`config.mk`:
```
export PLATFORM = sky130hd
export DESIGN_NAME = icache_refill_ctrl
export DESIGN_NICKNAME = d
export VERILOG_FILES = /design/src/rtl/Cache_Defines.sv /design/src/rtl/way_onehot.sv /design/src/rtl/icache_refill_ctrl.sv
export SDC_FILE = /design/constraint.sdc
export NUM_CORES = 1
export LEC_CHECK = 0
export ABC_AREA = 0
export CORE_ASPECT_RATIO = 1.75
export CORE_UTILIZATION = 33
export DETAILED_ROUTE_END_ITERATION = 8
export PLACE_DENSITY = 0.86
export SYNTH_ARGS = -nofsm -noshare
export SYNTH_HDL_FRONTEND = slang
export SYNTH_SLANG_ARGS = --single-unit
```
`constraint.sdc`:
```
create_clock -name clk -period 3.3 [get_ports clk]
set_input_delay 0.825 -clock clk [delete_from_list [all_inputs] [get_ports clk]]
set_output_delay 0.825 -clock clk [all_outputs]
set_load 0.01 [all_outputs]
```
`src/rtl/Cache_Defines.sv`:
```
// Shared I-cache types and default geometry: refill FSM states and derived address-field widths.
// Pure declarations, no logic and no latency.
package Cache_Defines;

    typedef enum logic [1:0] {
        IDLE   = 2'd0,
        REQ    = 2'd1,
        RECV   = 2'd2,
        COMMIT = 2'd3
    } refill_state_t;

    localparam int ASSOC_NUM_DEF  = 4;
    localparam int LINE_WORDS_DEF = 8;
    localparam int INDEX_W_DEF    = 7;
    localparam int OFFSET_W       = $clog2(LINE_WORDS_DEF);
    localparam int TAG_W          = 32 - INDEX_W_DEF - OFFSET_W - 2;

    function automatic int tag_width(input int index_w, input int line_words);
        return 32 - index_w - $clog2(line_words) - 2;
    endfunction

endpackage

```
`src/rtl/way_onehot.sv`:
```
// Binary way number to one-hot way select; purely combinational, zero latency.
// No flow control: the caller gates the result with its own enable.
module way_onehot #(
    parameter int WAYS = 4
) (
    input  logic [$clog2(WAYS)-1:0] way,
    output logic [WAYS-1:0]         onehot
);

    always_comb begin
        onehot      = '0;
        onehot[way] = 1'b1;
    end

endmodule

```
`src/rtl/icache_refill_ctrl.sv`:
```
// I-cache miss refill: one burst per miss into the PLRU victim way, tag committed last; COMMIT at last beat + 1.
// Backpressure: miss_ready only in IDLE; burst request held until grant; beats accepted whenever they arrive in RECV.
module icache_refill_ctrl
    import Cache_Defines::*;
#(
    parameter int ASSOC_NUM  = ASSOC_NUM_DEF,
    parameter int LINE_WORDS = LINE_WORDS_DEF,
    parameter int INDEX_W    = INDEX_W_DEF,
    parameter int TAG_W      = tag_width(INDEX_W, LINE_WORDS)
) (
    input  logic                          clk,
    input  logic                          reset,
    input  logic                          miss_valid,
    output logic                          miss_ready,
    input  logic [31:0]                   miss_addr,
    input  logic [$clog2(ASSOC_NUM)-1:0]  lru_way,
    output logic [ASSOC_NUM-1:0]          plru_access,
    output logic                          plru_update,
    output logic                          mem_rd_req,
    output logic [31:0]                   mem_rd_addr,
    input  logic                          mem_rd_gnt,
    input  logic                          mem_rvalid,
    input  logic [31:0]                   mem_rdata,
    output logic [ASSOC_NUM-1:0]          data_we,
    output logic [INDEX_W-1:0]            data_index,
    output logic [$clog2(LINE_WORDS)-1:0] data_word,
    output logic [31:0]                   data_wdata,
    output logic [ASSOC_NUM-1:0]          tag_we,
    output logic [TAG_W:0]                tag_wdata,
    output logic                          refill_done
);

    localparam int WAY_W = $clog2(ASSOC_NUM);
    localparam int OFF_W = $clog2(LINE_WORDS);
    localparam logic [OFF_W-1:0] LAST_WORD = OFF_W'(LINE_WORDS - 1);

    refill_state_t state, state_nxt;

    logic [TAG_W-1:0]   tag_q;
    logic [INDEX_W-1:0] index_q;
    logic [WAY_W-1:0]   victim_way;
    logic [OFF_W-1:0]   counter;
    logic               beat_we;
    logic               commit;
    logic [ASSOC_NUM-1:0] victim_onehot;

    // Byte and word offset bits of the miss address are irrelevant: the whole line is fetched.
    logic unused_offset;
    assign unused_offset = ^miss_addr[OFF_W+1:0];

    always_ff @(posedge clk or posedge reset) begin
        if (reset) state <= IDLE;
        else       state <= state_nxt;
    end

    always_comb begin
        state_nxt  = state;
        miss_ready = 1'b0;
        mem_rd_req = 1'b0;
        beat_we    = 1'b0;
        commit     = 1'b0;
        case (state)
            IDLE: begin
                miss_ready = 1'b1;
                if (miss_valid) state_nxt = REQ;
            end
            REQ: begin
                mem_rd_req = 1'b1;
                if (mem_rd_gnt) state_nxt = RECV;
            end
            RECV: begin
                beat_we = mem_rvalid;
                if (mem_rvalid && counter == LAST_WORD) state_nxt = COMMIT;
            end
            COMMIT: begin
                commit    = 1'b1;
                state_nxt = IDLE;
            end
            default: state_nxt = IDLE;
        endcase
    end

    always_ff @(posedge clk or posedge reset) begin
        if (reset) begin
            tag_q      <= '0;
            index_q    <= '0;
            victim_way <= '0;
            counter    <= '0;
        end else begin
            // Victim is frozen at accept so later PLRU movement cannot redirect the refill.
            if (state == IDLE && miss_valid) begin
                tag_q      <= miss_addr[31 -: TAG_W];
                index_q    <= miss_addr[OFF_W+2 +: INDEX_W];
                victim_way <= lru_way;
            end
            if (state == REQ && mem_rd_gnt) counter <= '0;
            else if (beat_we)               counter <= counter + 1'b1;
        end
    end

    way_onehot #(
        .WAYS   (ASSOC_NUM)
    ) u_way_onehot (
        .way    (victim_way),
        .onehot (victim_onehot)
    );

    assign mem_rd_addr = {tag_q, index_q, {(OFF_W + 2){1'b0}}};
    assign data_we     = beat_we ? victim_onehot : '0;
    assign data_index  = index_q;
    assign data_word   = counter;
    assign data_wdata  = mem_rdata;
    assign tag_we      = commit ? victim_onehot : '0;
    assign tag_wdata   = {1'b1, tag_q};
    assign plru_access = commit ? victim_onehot : '0;
    assign plru_update = commit;
    assign refill_done = commit;

endmodule

```
; Yosys cells after proc, flatten, opt, wreduce, memory -nomap -nowiden
; Cells that the tools add are included.
[word_totals]
regBits = 34
in_bits = 71
output_inout_bits = 111
wordCells = 36
[op_classes]
add_sub_neg = 1
order_cmp = 2
n_eq_ne = 7
mux = 14
reduce_logical = 7
[ops]
columns = op, count
row1 = two-way mux 4 bit, 2
row2 = one-hot mux 2 bit (4 select lines), 1
row3 = two-way mux 2 bit, 3
row4 = two-way mux 3 bit, 2
row5 = "inequality test 2 bit, second input constant", 3
row6 = two-way mux 1 bit, 5
row7 = "== test 2 bit, second input constant", 2
row8 = logical AND 1 bit, 4
row9 = "adder 3 x 1 -> 3 bit, second input constant", 1
row10 = "== test 3 bit, second input constant", 1
row11 = "less-than comparator 2 x 3 -> 1 bit, second input constant", 1
row12 = AND reduction 3 bit, 1
row13 = demux 1 bit (select 2 bit), 1
row14 = "== test 2 x 1 -> 1 bit, second input constant", 1
row15 = ">= comparator 2 x 1 -> 1 bit, second input constant", 1
row16 = logical NOT 2 bit, 1
row17 = nonzero test 2 bit, 1

; Longest topological paths before layout
[logic_depth]
word_depth = 5
depth_mapped = 6

; Modules after synthesis
; From an unflattened synthesis, not the netlist that was laid out.
[unflattened]
hier_cells = 176
hier_area_um2 = 2006.9
[modules_own_cells]
columns = mod, instances, cells_per_inst, area_each_um2, seq_area_each_um2
row1 = icache_refill_ctrl, 1, 172, 1980.6, 850.8
row2 = way_onehot, 1, 4, 26.3, 0.0

; Worst setup path after synthesis
; OpenSTA, ideal clock, no wires.
[synth_path]
path_type = input port to output port
startpoint = input port mem_rvalid
endpoint = output port data_we[1]
t_arrival_ns = 1.339
slack_ns = 1.136
path_stages = 2
path_buffers = 0
cell_sequence = nand2_1 -> nor3b_1
[synth_via]
elab_chain_cells = 2
[synth_lines]
columns = element, line
row1 = "start, declared", icache_refill_ctrl.sv:22  ; input logic mem_rvalid,
row2 = two-way mux 1 bit, icache_refill_ctrl.sv:62  ; case (state)
row3 = two-way mux 4 bit, icache_refill_ctrl.sv:109  ; assign data_we = beat_we ? victim_onehot : '0;
row4 = "end, declared", icache_refill_ctrl.sv:24  ; output logic [ASSOC_NUM-1:0] data_we,
; No other way between the ends.

; Worst setup path in the final report
[layout_path]
startpoint = input port mem_rvalid
endpoint = output port data_we[2]
; The elaborated chain is that of the path after synthesis.

==> summary.md <==
| Metric | Value |
|---|---|
| Share of Yosys cell area claimed by the top area cell type | `42.8%` |
| Crit path kind | `in2out` |
| Vias per cell | `4.41` |
| Post-synthesis sequential area ratio | `42.8%` |
| Avg WL per Cell | `13.9 um` |
| Hold Crit Depth | `1` |
| CTS Root Cell | `clkbuf_8` |
| Largest net degree at the start of global routing | `35` |
| CP top delay family | `buffers and inverters` |
| Filler cell count | `551` |
| Hold Crit Start | `data_index[3]` |
| Avg Synthesized Cell Area | `11.5 um2` |
| # IOs | `182` |
| Max-cap viol count | `0` |
| # DRC | `0` |
| Grt ovf | `0` |
| Initial antenna violation count | `0` |
| Initial Utilization | `34.1%` |
| Outcome | `finished, final reports clean` |
| NumNets Final | `299` |
| Post-CTS setup buffers | `0` |
| Area grow syn2layout | `37.4%` |
| Clk slew on worst S/H paths | `60 ps` |
| VDD IR max | `0.000530 V` |
| Hold Path End | `data_index[3]` |
| Final GP Congestion | `0.731` |
| Fmax achieved | `330 MHz` |
| Hold Buf Count CTS | `0` |
| Largest area contributor in the netlist | `dfrtp_1` |
| Routed via count | `1315` |
| Share of the core filled with cells | `46.8%` |
| Cts repair resizes | `0` |
| PwrDens | `971 mW/mm2` |
| Leakage Power | `1.17 nW` |
| CP max FO | `5` |
| Most used cell, CP | `clkdlybuf4s50_1` |
| Cell Chain, Critical Path | `clkdlybuf4s50_1 > nand2_1 > nor3b_1 > clkdlybuf4s50_1` |
| Synthesized area | `0.00199 mm2` |
| Vias in the first global route | `1304` |
| Routed wire length | `4130 um` |
| Flop2flop setup slack | `1620 ps` |
| Slowest cell delay on critical path | `590 ps` |
| Most common cell after layout, fill and taps aside | `clkdlybuf4s50_1` |
| Hold crit path type | `reg2reg` |
| Yosys cell types | `21` |
| Core box area | `0.00583 mm2` |
| Yosys warnings | `0` |
| CTS tree | `built` |
| WP data required | `2470 ps` |
| First-pass GRT wire length | `6210 um` |
| Reg-to-Reg Start | `state[1]` |
| Buffers on Ports | `106` |
| Worst EP arrival | `2200 ps` |
| Reg2reg end | `state[1]` |
| CTS Sinks | `34` |
| Hpwl dp | `3310 um` |
| Multi-input logic area | `592 um2` |
| GRT Total Usage | `13.3%` |
| Setup TNS | `0 ps` |
| Final Slew Violations | `0` |
| R2r worst-path depth | `4` |
| Max stage delay cell, worst path | `clkdlybuf4s50_1` |
| Synth Register Bits | `34` |
| Crit path capture type | `primary output` |
| Num CTS Buffers | `5` |
| Die span in x | `60.7 um` |
| Bufs and invs on worst path | `2` |
| Final period util | `91.8%` |
| Top post-synthesis cells by area | `dfrtp_1 (43%), buf_4 (27%), mux2_2 (16%)` |
| ANT nets after route | `0` |
| Layout cells sized above 1 | `18.2%` |
| Latest clock arrival within the worst-skew pair | `270 ps` |
| Fin crit period | `3030 ps` |
| Std-Cell Rows | `37` |
| Reg area | `851 um2` |
| Gate Count Post-Synth | `173` |
| DRT Pass-1 Iters | `4` |
| Die height | `105 um` |
| RSZ-0062 raised after global routing | `false` |
| Final hold violations | `0` |
| # diodes | `0` |
| Startpoint types | `primary input` |
| Post-route clock skew | `2.31 ps` |
| Worst Setup SP | `mem_rvalid` |
| Setup violators final | `0` |
| Longest Clk Path Bufs | `2` |
| H-tree depth | `2` |
| Most frequent cells in the layout | `clkdlybuf4s50_1 (106), dfrtp_1 (34), mux2_2 (29)` |
| Die ar. | `0.00635 mm2` |
| Drt initial violations | `37` |
-- layout make-up --
| class | count | area share (%) |
|---|---|---|
| Timing Repair Buffer | 110 | 39.9 |
| Tap cell | 78 | 3.57 |
| Clock buffer | 6 | 3.02 |
| Multi-Input combinational cell | 65 | 21.7 |
| Inverter | 5 | 0.687 |
| Sequential cell | 34 | 31.1 |
-- worst register-to-register path: cells and delay by family (launching register included) --
| kind | cells | cell delay [ps] |
|---|---|---|
| muxes | 1 | 360 |
| adders and majority gates | 1 | 270 |
| buffers and inverters | 1 | 90 |
| DFF | 1 | 380 |
| AOI/OAI and AO/OA | 1 | 460 |
-- through the flow --
step | instance area (um2) | instances | worst slack [ps] | power, mW | hold slack (ps)
2_1_floorplan | 2000 | 177 | 1140 | 1.72 | 512
3_3_place_gp | 2650 | 292 | 285 | 2.33 | 508
3_5_place_dp | 2650 | 292 | 263 | 2.39 | 516
4_1_cts | 2730 | 298 | 253 | 2.70 | 531
5_1_grt | 2730 | 298 | 186 | 2.82 | 555
6_report | 2730 | 298 | 272 | 2.65 | 525
-- power by group --
part           switching [mW]  internal [mW]  leakage, nW
Sequential              0.180          0.633        0.405
Clock                   0.135          0.161       0.0431
Combinational           0.565          0.980        0.722
Total                   0.880           1.77         1.17
-- flip-flops by register name (all words and copies together) (netlist names) --
name,flops
tag_q,20
victim_way,2
data_index,7
state,2
data_word,3
-- per-layer routing --
layer	wire, um	up-vias	global-route usage, %
met4	252	0	10.2
met3	358	30	3.47
met1	1200	627	11.7
met2	2320	74	23.8
li1	-	584	-
met5	0	-	0
-- worst max-delay path by stage --
stage,endpoint,slack (ps),depth (start not counted)
after detailed placement,data_we[2],260,4
after global placement,data_we[2],280,4
after floorplan,data_we[1],1140,2
final,data_we[2],270,4
after CTS,data_we[2],250,4
after global routing,data_we[2],190,4
-- synthesized netlist by cell type --
library cell / number
buf_4: 71
dfrtp_1: 34
mux2_2: 29
ha_1: 7
inv_1: 4
nand2_1: 4
a21oi_1: 3
nor3b_1: 3
and3b_1: 2
buf_2: 2
conb_1: 2
mux2i_1: 2
nor2_1: 2
a222oi_1: 1
a22oi_1: 1
a2bb2oi_1: 1
and3_1: 1
inv_2: 1
mux2_1: 1
nor3_1: 1
xor2_1: 1
-- cells by family (layout without fill, tap and decap cells) --
group	count (synthesis)	count (layout)	synth area share [%]
xor gates and xnor gates	1	1	0.440
buffers and inverters	78	121	28.2
adders and majority gates	7	7	4.40
DFF	34	34	42.8
muxes	32	32	18.0
and+or+nand+nor	13	13	3.71
other	2	6	0.377
AOI/OAI and AO/OA	6	6	2.08
No activity file was read; power rests on OpenSTA's default activity.
